<file path="src/rtl/commit_flush_ctrl_pkg.sv">
// Shared types for the commit-time flush controller: flush causes, controller
// states, the interrupt ecode and a small cause classification helper.
package commit_flush_ctrl_pkg;

    typedef enum logic [2:0] {
        CAUSE_NONE    = 3'd0,
        CAUSE_INT     = 3'd1,
        CAUSE_EXCP    = 3'd2,
        CAUSE_ERTN    = 3'd3,
        CAUSE_IDLE    = 3'd4,
        CAUSE_REFETCH = 3'd5,
        CAUSE_BR      = 3'd6
    } flush_cause_e;

    typedef enum logic [1:0] {
        ST_RUN       = 2'd0,
        ST_FLUSH     = 2'd1,
        ST_DRAIN     = 2'd2,
        ST_IDLE_WAIT = 2'd3
    } cmt_flush_state_e;

    localparam logic [5:0] ECODE_INT = 6'h00;

    // Causes that make the CSR unit latch era/ecode and vector to eentry.
    function automatic logic cause_takes_excp(flush_cause_e c);
        return (c == CAUSE_INT) || (c == CAUSE_EXCP);
    endfunction

endpackage

</file>
<file path="src/rtl/commit_flush_ctrl_if.sv">
// ROB commit slot-0 bundle: the ROB (master) presents the oldest entry and its
// flags; the flush controller (slave) answers with kill and block.
interface commit_flush_ctrl_if #(
    parameter int PC_W    = 32,
    parameter int ECODE_W = 6
);
    logic               cmt_valid;
    logic [PC_W-1:0]    cmt_pc;
    logic               cmt_br_redirect;
    logic [PC_W-1:0]    cmt_br_target;
    logic               cmt_excp_valid;
    logic [ECODE_W-1:0] cmt_excp_ecode;
    logic               cmt_ertn;
    logic               cmt_idle;
    logic               cmt_refetch;
    logic               cmt_kill;
    logic               cmt_block;

    modport master (
        output cmt_valid, cmt_pc, cmt_br_redirect, cmt_br_target,
               cmt_excp_valid, cmt_excp_ecode, cmt_ertn, cmt_idle, cmt_refetch,
        input  cmt_kill, cmt_block
    );

    modport slave (
        input  cmt_valid, cmt_pc, cmt_br_redirect, cmt_br_target,
               cmt_excp_valid, cmt_excp_ecode, cmt_ertn, cmt_idle, cmt_refetch,
        output cmt_kill, cmt_block
    );
endinterface

</file>
<file path="src/rtl/commit_flush_ctrl_cause_enc.sv">
// Priority encoder from slot-0 flags to a flush cause and redirect target.
// Order: INT > EXCP > ERTN > IDLE > REFETCH > BR. pc+4 wraps at 2^PC_W.
module flush_cause_enc
    import commit_flush_ctrl_pkg::*;
#(
    parameter int PC_W = 32
) (
    input  logic            int_i,
    input  logic            excp_i,
    input  logic            ertn_i,
    input  logic            idle_i,
    input  logic            refetch_i,
    input  logic            br_i,
    input  logic [PC_W-1:0] pc_i,
    input  logic [PC_W-1:0] br_target_i,
    input  logic [PC_W-1:0] eentry_i,
    input  logic [PC_W-1:0] era_i,
    output flush_cause_e    cause_o,
    output logic [PC_W-1:0] target_o
);
    logic [PC_W-1:0] pc_next_s;

    assign pc_next_s = pc_i + PC_W'(32'd4);

    // Pick the highest-priority cause and its redirect target.
    always_comb begin
        cause_o  = CAUSE_NONE;
        target_o = '0;
        if (int_i) begin
            cause_o  = CAUSE_INT;
            target_o = eentry_i;
        end else if (excp_i) begin
            cause_o  = CAUSE_EXCP;
            target_o = eentry_i;
        end else if (ertn_i) begin
            cause_o  = CAUSE_ERTN;
            target_o = era_i;
        end else if (idle_i) begin
            cause_o  = CAUSE_IDLE;
            target_o = pc_next_s;
        end else if (refetch_i) begin
            cause_o  = CAUSE_REFETCH;
            target_o = pc_next_s;
        end else if (br_i) begin
            cause_o  = CAUSE_BR;
            target_o = br_target_i;
        end else begin
            cause_o  = CAUSE_NONE;
            target_o = '0;
        end
    end
endmodule

</file>
<file path="src/rtl/commit_flush_ctrl.sv">
// Commit-time flush controller: watches ROB slot 0, raises a one-cycle flush
// and redirect, blocks commit through a drain window, and holds the idle-wait
// state until an interrupt arrives.
// Optional feature macro: CMT_FLUSH_PERF_EN (saturating per-cause flush counters).
module commit_flush_ctrl
    import commit_flush_ctrl_pkg::*;
#(
    parameter int PC_W         = 32,
    parameter int ECODE_W      = 6,
    parameter int DRAIN_CYCLES = 2
) (
    input  logic                clk,
    input  logic                rst_n,
    commit_flush_ctrl_if.slave  cmt,
    input  logic                intr_pending_i,
    input  logic [PC_W-1:0]     csr_eentry_i,
    input  logic [PC_W-1:0]     csr_era_i,
    output logic                flush_o,
    output logic                redirect_valid_o,
    output logic [PC_W-1:0]     redirect_pc_o,
    output logic                excp_cmt_o,
    output logic [ECODE_W-1:0]  excp_ecode_o,
    output logic [PC_W-1:0]     excp_era_o,
    output logic                ertn_cmt_o,
    output logic                idle_o
`ifdef CMT_FLUSH_PERF_EN
    ,
    output logic [31:0]         perf_br_o,
    output logic [31:0]         perf_excp_o,
    output logic [31:0]         perf_int_o
`endif
);
    localparam int CNT_W = (DRAIN_CYCLES > 1) ? $clog2(DRAIN_CYCLES) : 1;

    cmt_flush_state_e   state_q;
    flush_cause_e       cause_q;
    logic [CNT_W-1:0]   cnt_q;
    logic               cmt_block_q;
    logic               flush_q;
    logic [PC_W-1:0]    redirect_pc_q;
    logic               excp_cmt_q;
    logic [ECODE_W-1:0] ecode_q;
    logic [PC_W-1:0]    era_q;
    logic               ertn_cmt_q;
    logic               idle_q;
    logic [PC_W-1:0]    idle_ret_q;

    logic               int_fire_s;
    logic               event_s;
    flush_cause_e       cause_s;
    logic [PC_W-1:0]    target_s;

    // Interrupts only take the head while running with a valid entry.
    assign int_fire_s = (state_q == ST_RUN) & cmt.cmt_valid & intr_pending_i;

    flush_cause_enc #(.PC_W(PC_W)) u_enc (
        .int_i       (int_fire_s),
        .excp_i      (cmt.cmt_excp_valid),
        .ertn_i      (cmt.cmt_ertn),
        .idle_i      (cmt.cmt_idle),
        .refetch_i   (cmt.cmt_refetch),
        .br_i        (cmt.cmt_br_redirect),
        .pc_i        (cmt.cmt_pc),
        .br_target_i (cmt.cmt_br_target),
        .eentry_i    (csr_eentry_i),
        .era_i       (csr_era_i),
        .cause_o     (cause_s),
        .target_o    (target_s)
    );

    assign event_s = (state_q == ST_RUN) & cmt.cmt_valid & ~cmt_block_q &
                     (cause_s != CAUSE_NONE);

    assign cmt.cmt_kill  = int_fire_s | (state_q != ST_RUN);
    assign cmt.cmt_block = cmt_block_q;

    assign flush_o          = flush_q;
    assign redirect_valid_o = flush_q;
    assign redirect_pc_o    = redirect_pc_q;
    assign excp_cmt_o       = excp_cmt_q;
    assign excp_ecode_o     = ecode_q;
    assign excp_era_o       = era_q;
    assign ertn_cmt_o       = ertn_cmt_q;
    assign idle_o           = idle_q;

    // Flush sequencer: state, drain count and registered one-cycle pulses.
    always_ff @(posedge clk or negedge rst_n) begin
        if (!rst_n) begin
            state_q       <= ST_RUN;
            cause_q       <= CAUSE_NONE;
            cnt_q         <= '0;
            cmt_block_q   <= 1'b0;
            flush_q       <= 1'b0;
            redirect_pc_q <= '0;
            excp_cmt_q    <= 1'b0;
            ecode_q       <= '0;
            era_q         <= '0;
            ertn_cmt_q    <= 1'b0;
            idle_q        <= 1'b0;
            idle_ret_q    <= '0;
        end else begin
            flush_q       <= 1'b0;
            redirect_pc_q <= '0;
            excp_cmt_q    <= 1'b0;
            ecode_q       <= '0;
            era_q         <= '0;
            ertn_cmt_q    <= 1'b0;
            case (state_q)
                ST_RUN: begin
                    if (event_s) begin
                        state_q       <= ST_FLUSH;
                        cause_q       <= cause_s;
                        cmt_block_q   <= 1'b1;
                        flush_q       <= 1'b1;
                        redirect_pc_q <= target_s;
                        excp_cmt_q    <= cause_takes_excp(cause_s);
                        ertn_cmt_q    <= (cause_s == CAUSE_ERTN);
                        era_q         <= cause_takes_excp(cause_s) ? cmt.cmt_pc : '0;
                        idle_ret_q    <= cmt.cmt_pc + PC_W'(32'd4);
                        if (cause_s == CAUSE_EXCP) begin
                            ecode_q <= cmt.cmt_excp_ecode;
                        end else begin
                            ecode_q <= ECODE_W'(ECODE_INT);
                        end
                    end
                end
                ST_FLUSH: begin
                    if (cause_q == CAUSE_IDLE) begin
                        state_q <= ST_IDLE_WAIT;
                        idle_q  <= 1'b1;
                    end else begin
                        state_q <= ST_DRAIN;
                        cnt_q   <= CNT_W'(DRAIN_CYCLES - 1);
                    end
                end
                ST_DRAIN: begin
                    if (cnt_q == '0) begin
                        state_q     <= ST_RUN;
                        cmt_block_q <= 1'b0;
                    end else begin
                        cnt_q <= cnt_q - CNT_W'(1);
                    end
                end
                ST_IDLE_WAIT: begin
                    if (intr_pending_i) begin
                        state_q       <= ST_FLUSH;
                        cause_q       <= CAUSE_INT;
                        idle_q        <= 1'b0;
                        flush_q       <= 1'b1;
                        redirect_pc_q <= csr_eentry_i;
                        excp_cmt_q    <= 1'b1;
                        ecode_q       <= ECODE_W'(ECODE_INT);
                        era_q         <= idle_ret_q;
                    end
                end
                default: begin
                    state_q     <= ST_RUN;
                    cmt_block_q <= 1'b0;
                    idle_q      <= 1'b0;
                end
            endcase
        end
    end

`ifdef CMT_FLUSH_PERF_EN
    logic [31:0] perf_br_q;
    logic [31:0] perf_excp_q;
    logic [31:0] perf_int_q;

    // Saturating per-cause flush counters, bumped in the FLUSH cycle.
    always_ff @(posedge clk or negedge rst_n) begin
        if (!rst_n) begin
            perf_br_q   <= 32'd0;
            perf_excp_q <= 32'd0;
            perf_int_q  <= 32'd0;
        end else if (state_q == ST_FLUSH) begin
            if ((cause_q == CAUSE_BR) && (perf_br_q != 32'hFFFF_FFFF)) begin
                perf_br_q <= perf_br_q + 32'd1;
            end
            if ((cause_q == CAUSE_EXCP) && (perf_excp_q != 32'hFFFF_FFFF)) begin
                perf_excp_q <= perf_excp_q + 32'd1;
            end
            if ((cause_q == CAUSE_INT) && (perf_int_q != 32'hFFFF_FFFF)) begin
                perf_int_q <= perf_int_q + 32'd1;
            end
        end
    end

    assign perf_br_o   = perf_br_q;
    assign perf_excp_o = perf_excp_q;
    assign perf_int_o  = perf_int_q;
`endif

endmodule

</file>
<file path="src/flat_wrapper.sv">
// flat-port wrapper written by rule: the top's interface ports become plain ports
module commit_flush_ctrl_flat import commit_flush_ctrl_pkg::*;
#(
    parameter int PC_W         = 32,
    parameter int ECODE_W      = 6,
    parameter int DRAIN_CYCLES = 2
)
  (clk, rst_n, intr_pending_i, csr_eentry_i, csr_era_i, flush_o, redirect_valid_o, redirect_pc_o, excp_cmt_o, excp_ecode_o, excp_era_o, ertn_cmt_o, idle_o, cmt_cmt_valid, cmt_cmt_pc, cmt_cmt_br_redirect, cmt_cmt_br_target, cmt_cmt_excp_valid, cmt_cmt_excp_ecode, cmt_cmt_ertn, cmt_cmt_idle, cmt_cmt_refetch, cmt_cmt_kill, cmt_cmt_block);
  commit_flush_ctrl_if #(.PC_W(PC_W), .ECODE_W(ECODE_W)) cmt_i ();
  input  logic clk;
  input  logic rst_n;
  input  logic intr_pending_i;
  input  logic [PC_W-1:0] csr_eentry_i;
  input  logic [PC_W-1:0] csr_era_i;
  output logic flush_o;
  output logic redirect_valid_o;
  output logic [PC_W-1:0] redirect_pc_o;
  output logic excp_cmt_o;
  output logic [ECODE_W-1:0] excp_ecode_o;
  output logic [PC_W-1:0] excp_era_o;
  output logic ertn_cmt_o;
  output logic idle_o;
  input wire logic [$bits(cmt_i.cmt_valid)-1:0] cmt_cmt_valid;
  input wire logic [$bits(cmt_i.cmt_pc)-1:0] cmt_cmt_pc;
  input wire logic [$bits(cmt_i.cmt_br_redirect)-1:0] cmt_cmt_br_redirect;
  input wire logic [$bits(cmt_i.cmt_br_target)-1:0] cmt_cmt_br_target;
  input wire logic [$bits(cmt_i.cmt_excp_valid)-1:0] cmt_cmt_excp_valid;
  input wire logic [$bits(cmt_i.cmt_excp_ecode)-1:0] cmt_cmt_excp_ecode;
  input wire logic [$bits(cmt_i.cmt_ertn)-1:0] cmt_cmt_ertn;
  input wire logic [$bits(cmt_i.cmt_idle)-1:0] cmt_cmt_idle;
  input wire logic [$bits(cmt_i.cmt_refetch)-1:0] cmt_cmt_refetch;
  output wire logic [$bits(cmt_i.cmt_kill)-1:0] cmt_cmt_kill;
  output wire logic [$bits(cmt_i.cmt_block)-1:0] cmt_cmt_block;
  assign cmt_i.cmt_valid = cmt_cmt_valid;
  assign cmt_i.cmt_pc = cmt_cmt_pc;
  assign cmt_i.cmt_br_redirect = cmt_cmt_br_redirect;
  assign cmt_i.cmt_br_target = cmt_cmt_br_target;
  assign cmt_i.cmt_excp_valid = cmt_cmt_excp_valid;
  assign cmt_i.cmt_excp_ecode = cmt_cmt_excp_ecode;
  assign cmt_i.cmt_ertn = cmt_cmt_ertn;
  assign cmt_i.cmt_idle = cmt_cmt_idle;
  assign cmt_i.cmt_refetch = cmt_cmt_refetch;
  assign cmt_cmt_kill = cmt_i.cmt_kill;
  assign cmt_cmt_block = cmt_i.cmt_block;
  commit_flush_ctrl #(.PC_W(PC_W), .ECODE_W(ECODE_W), .DRAIN_CYCLES(DRAIN_CYCLES)) u_core (.clk(clk), .rst_n(rst_n), .cmt(cmt_i), .intr_pending_i(intr_pending_i), .csr_eentry_i(csr_eentry_i), .csr_era_i(csr_era_i), .flush_o(flush_o), .redirect_valid_o(redirect_valid_o), .redirect_pc_o(redirect_pc_o), .excp_cmt_o(excp_cmt_o), .excp_ecode_o(excp_ecode_o), .excp_era_o(excp_era_o), .ertn_cmt_o(ertn_cmt_o), .idle_o(idle_o));
endmodule
</file>
<file path="config.mk">
export PLATFORM = sky130hd
export DESIGN_NAME = commit_flush_ctrl_flat
export DESIGN_NICKNAME = d
export VERILOG_FILES = /design/src/rtl/commit_flush_ctrl_pkg.sv /design/src/rtl/commit_flush_ctrl_if.sv /design/src/rtl/commit_flush_ctrl_cause_enc.sv /design/src/rtl/commit_flush_ctrl.sv /design/src/flat_wrapper.sv
export SDC_FILE = /design/constraint.sdc
export NUM_CORES = 1
export LEC_CHECK = 0
export ABC_AREA = 1
export ABC_CLOCK_PERIOD_IN_PS = 2200
export CAP_MARGIN = 10
export CORE_MARGIN = 2
export CORE_UTILIZATION = 47
export CTS_BUF_LIST = sky130_fd_sc_hd__clkbuf_4
export DETAILED_ROUTE_END_ITERATION = 8
export GPL_ROUTABILITY_DRIVEN = 1
export PLACE_DENSITY = 0.91
export SLEW_MARGIN = 40
export SYNTH_ARGS = -nofsm -noshare
export SYNTH_HDL_FRONTEND = slang
export SYNTH_SLANG_ARGS = --single-unit
</file>
<file path="constraint.sdc">
create_clock -name clk -period 2.2 [get_ports clk]
set_input_delay 0.44 -clock clk [delete_from_list [all_inputs] [get_ports clk]]
set_output_delay 0.44 -clock clk [all_outputs]
set_load 0.02 [all_outputs]
</file>
==> results.md <==
Job:
- The tool flagged a number of max-cap violations equal to 0.

Placement:
- The wire-length estimate of the detail-placed layout is 18500 µm.
- At the end of routability-driven placement, the weighted congestion stood at 1.01.
- The post-placement cell count is 1343.
- The total of buffers placed on input and output ports is 219.

Synthesis:
- Of the synthesized area, sequential elements account for 0.445.
- The fraction of registers with async set or reset after synthesis is 1.00.
- Synthesis handed over a netlist of 891 instances.
- The average instance in the mapped netlist occupies 7.14 µm².
- Sorting the synthesized cells by how often they occur yields sky130_fd_sc_hd__nand2_1 (308), sky130_fd_sc_hd__dfrtp_1 (113), sky130_fd_sc_hd__nor2_1 (92).
- The number of nets produced by synthesis is 1040.
- The mapped netlist covers 6360 µm².
- Yosys mapped a number of flops with a built-in enable equal to 0.
- The share of the synthesized area in the top cell type is 0.445.
- In the synthesized netlist the dominant register cell turns out to be sky130_fd_sc_hd__dfrtp_1.
- The synthesis-stage register bit count is 113.
- The count of distinct cell types in the synthesized netlist is 41.
- Yosys attributes the largest share of cell area to sky130_fd_sc_hd__dfrtp_1 (44%), sky130_fd_sc_hd__nand2_1 (18%), sky130_fd_sc_hd__nor2_1 (5.4%).
- By instance count, the leading cell after synthesis is sky130_fd_sc_hd__nand2_1.
- The cell taking the most area after synthesis is sky130_fd_sc_hd__dfrtp_1.
- Yosys printed 0 warnings.

Worst setup path:
- For flop-to-flop paths, the worst setup slack is 0.06 ns.
- The launch point of the worst reg-to-reg path is u_core.state_q[0]$_DFFE_PN0P_.
- Data on the critical path is required at its endpoint by 1.76 ns.
- The path depth of the worst reg2reg path is 13.
- STA classifies the critical path endpoint as an output port.
- The largest stage delay on the critical path is 0.43 ns.
- The slowest stage of the critical path belongs to the cell sky130_fd_sc_hd__dfrtp_1.
- The number of buffers and inverters on the critical path is 3.
- The gate family responsible for the most delay along the worst path is flip-flops.
- Walking the worst path, the cells encountered are inv_2 -> ha_2 -> nand2_1 -> inv_2 -> nand2_2 -> nand2_1 -> buf_4.
- The type of origin of the critical path is a register.
- The critical path class is register to output port.
- At the worst endpoint, the arrival time is 1.71 ns.
- Along the worst path, the maximum fanout reaches 4.
- The capturing point of the worst reg2reg path is u_core.excp_era_o[16]$_DFF_PN0_.

Detailed routing:
- Summed over all nets, wire length on met2 after detailed routing comes to 12000 µm.
- The DRC violation total after the first TritonRoute iteration is 803.
- Detailed routing inserted a total of 7622 vias.
- For this run, the detailed router's first-pass iteration total came to 7.
- For this run, design rule violations remaining after detail routing come to 0.
- Routed signal wires occupy layers up through met4.
- In the detailed route, the total length drawn on met3 is 2490 µm.
- The count of nets left with antenna violations once routing finished came out at 0.
- The number of vias per cell after detailed routing is 5.52.
- The routed length on met1 is 9150 µm.
- The wire length per cell after detailed routing is 18.0 µm.
- After detailed routing, the total wire length is 24900 µm.

Timing:
- Setup repair after global routing could not meet its margin everywhere.
- The number of hold violations in the final report is 0.
- For the finished layout, the period the worst path requires is 2.15 ns.
- The post-route fraction of the period consumed by the critical path is 0.978.
- In the final timing run, aggregate negative setup slack is 0 ns.
- The final max-slew violation count is 0.
- The maximum frequency from static timing analysis is 465 MHz.
- The tightest hold margin is 0.368 ns.
- Setup violations remaining at the end of the flow were counted as 0.
- In this run the tightest slew margin relative to its limit is 0.689.
- The worst-margin pin slew is 0.466 ns.
- The setup clock skew after layout is 0.0173 ns.

Floorplanning:
- The number of top-level pins is 220.
- The chip width is 120 µm.
- The number of cell rows is 42.
- The core area is 13200 µm².
- Measured along the y axis, the die boundary spans 120 µm.
- For this configuration, the core starts out at a cell density of 0.480.
- The overall die area is 14500 µm².

Clock network:
- In this run the clock root is driven by a sky130_fd_sc_hd__clkbuf_4.
- The clock reaches the later pin of the worst-skew pair after 0.56 ns.
- The clock passes through at most 2 buffers.
- The deepest level of the CTS H-tree is 4.
- The clock-pin slew on the worst setup and hold paths is 0.10 ns.
- The number of buffers inserted during clock tree synthesis is 17.
- For this design, the sink count on the clock tree is 113.
- The TritonCTS clock tree is built.

Cells and area:
- In the final layout, flip-flops and latches occupy 2830 µm².
- The number of standard cells in the layout, taps in and fillers out is 1382.
- In the final layout, the share of cells above drive strength 1 is 0.142.
- The synthesis-to-layout area growth is 54.5%.
- The number of nets in the layout is 1341.
- After filler insertion, the fill cell instance count of the layout stands at 995.
- The area of the multi-input gates is 3080 µm².
- The final design utilization is 0.742.

GRT:
- Across every metal layer, demand over resource in global routing totals 0.347.
- The remaining global-route overflow is 0.
- The first-pass GRT wire length is 38400 µm.
- The initial antenna violation count was 1.
- The number of global-route vias before repair is 7405.
- The maximum number of pins on one net before global-route repair is 46.

Outcome:
- The flow ran to the end, and the final reports show no timing, DRC or antenna violations.

Pwr:
- The leakage power of the design is 0.00458 µW.
- The largest voltage drop on the vdd net is 0.000544 V.
- Dividing total power by cell area gives a power density of 903 nW/µm².

Min path:
- The type of the most critical hold path is input pin to asynchronous set/reset pin.
==> registers in the layout, indices dropped and copies added, names as in the netlist, 2 cells and up <==
signal and cells:
u_core.state_q 2, u_core.excp_era_o 32, u_core.redirect_pc_o 32, u_core.cause_q 3, u_core.idle_ret_q 32, u_core.excp_ecode_o 6
==> power by group <==
part	total [µW]	internal [µW]	switching [µW]	leakage, µW
clock network	1860	1020	840	0.000185
registers	2980	2670	303	0.00151
logic	4040	1650	2380	0.00289
==> worst max path at each step <==
stage / from / to / slack (ns) / cells after the start
after global routing: u_core.state_q[0]$_DFFE_PN0P_ / u_core.redirect_pc_o[10]$_DFF_PN0_ / -0.09 / 15
after floorplan: u_core.state_q[0]$_DFFE_PN0P_ / u_core.cause_q[0]$_DFFE_PN0P_ / 0.30 / 15
after CTS: u_core.state_q[1]$_DFFE_PN0P_ / cmt_cmt_kill / 0.02 / 7
after detailed placement: cmt_cmt_pc[2] / u_core.redirect_pc_o[30]$_DFF_PN0_ / -0.30 / 12
after global placement: cmt_cmt_pc[2] / u_core.redirect_pc_o[18]$_DFF_PN0_ / -0.25 / 10
final: u_core.state_q[0]$_DFFE_PN0P_ / cmt_cmt_kill / 0.05 / 7
==> per-layer routing <==
layer,global-route usage,up-vias
li1,-,3457
met1,0.419,3575
met2,0.570,495
met3,0.0858,95
met4,0.193,0
met5,0,-
==> placed cells by master, fill, tap and decap left out, types with 2 or more instances in the layout <==
cell	instances
sky130_fd_sc_hd__a21oi_1	67
sky130_fd_sc_hd__a31oi_1	2
sky130_fd_sc_hd__and2_1	2
sky130_fd_sc_hd__buf_12	8
sky130_fd_sc_hd__buf_4	98
sky130_fd_sc_hd__buf_6	4
sky130_fd_sc_hd__bufinv_16	5
sky130_fd_sc_hd__clkbuf_4	19
sky130_fd_sc_hd__clkdlybuf4s50_1	217
sky130_fd_sc_hd__clkinv_1	2
sky130_fd_sc_hd__clkinv_2	5
sky130_fd_sc_hd__dfrtp_1	113
sky130_fd_sc_hd__ha_1	5
sky130_fd_sc_hd__inv_1	55
sky130_fd_sc_hd__inv_2	7
sky130_fd_sc_hd__inv_4	2
sky130_fd_sc_hd__nand2_1	308
sky130_fd_sc_hd__nand2_2	4
sky130_fd_sc_hd__nand3_1	51
sky130_fd_sc_hd__nand3_2	2
sky130_fd_sc_hd__nand3b_1	2
sky130_fd_sc_hd__nand4_1	6
sky130_fd_sc_hd__nor2_1	91
sky130_fd_sc_hd__nor2_2	5
sky130_fd_sc_hd__nor2_4	2
sky130_fd_sc_hd__nor3_1	12
sky130_fd_sc_hd__o211ai_1	10
sky130_fd_sc_hd__o21a_1	2
sky130_fd_sc_hd__o21ai_0	59
sky130_fd_sc_hd__o21ai_1	10
sky130_fd_sc_hd__o21bai_1	4
sky130_fd_sc_hd__or2_2	2
sky130_fd_sc_hd__xor2_1	9
==> worst register-to-register path: stages (launching register included) <==
cell and delay, ns:
sky130_fd_sc_hd__dfrtp_1 0.43, sky130_fd_sc_hd__inv_2 0.08, sky130_fd_sc_hd__ha_2 0.17, sky130_fd_sc_hd__nand2_1 0.08, sky130_fd_sc_hd__inv_2 0.08, sky130_fd_sc_hd__nand2_2 0.09
sky130_fd_sc_hd__nand2_2 0.12, sky130_fd_sc_hd__buf_4 0.20, sky130_fd_sc_hd__nand4_2 0.19, sky130_fd_sc_hd__inv_4 0.14, sky130_fd_sc_hd__buf_12 0.14, sky130_fd_sc_hd__buf_12 0.12
sky130_fd_sc_hd__nand2_1 0.07, sky130_fd_sc_hd__a21oi_1 0.16
==> through the flow <==
stage / cell area (µm²) / power (µW) / setup WS (ns)
2_1_floorplan: 6360 / 4970 / 0.300
3_3_place_gp: 9410 / 6720 / -0.252
3_5_place_dp: 9410 / 6850 / -0.304
4_1_cts: 9760 / 8730 / 0.0162
5_1_grt: 9830 / 9300 / -0.0859
6_report: 9830 / 8880 / 0.0480
==> cells by family (layout without fill, tap and decap cells) <==
group                      after synthesis  after routing  synth area share
buffers and inverters                  110            424            0.0753
xor gates and xnor gates                10             10            0.0138
DFF                                    113            113             0.445
and+or+nand+nor                        492            492             0.318
adders and majority gates                6              6            0.0118
other                                    0              1                 0
AOI/OAI and AO/OA                      160            160             0.136
==> final cells by class <==
cell class              instances  share of cell area
diodes                          1            0.000255
well taps                     176              0.0224
clock inverters                13              0.0195
flip-flops and latches        113               0.288
multi-input cells             668               0.313
inverters                      64              0.0250
repair buffers                328               0.318
clock buffers                  19              0.0145
==> timing repair <==
item | CTS | global route
resized for setup | 5 | 14
gates cloned | 0 | 0
hold buffers | 1 | 0
endpoints found under the setup margin | 11 | 51
buffers inserted | 2 | 3
hold endpoints to repair | 32 | 0
Power figures use the tool's default switching activity.
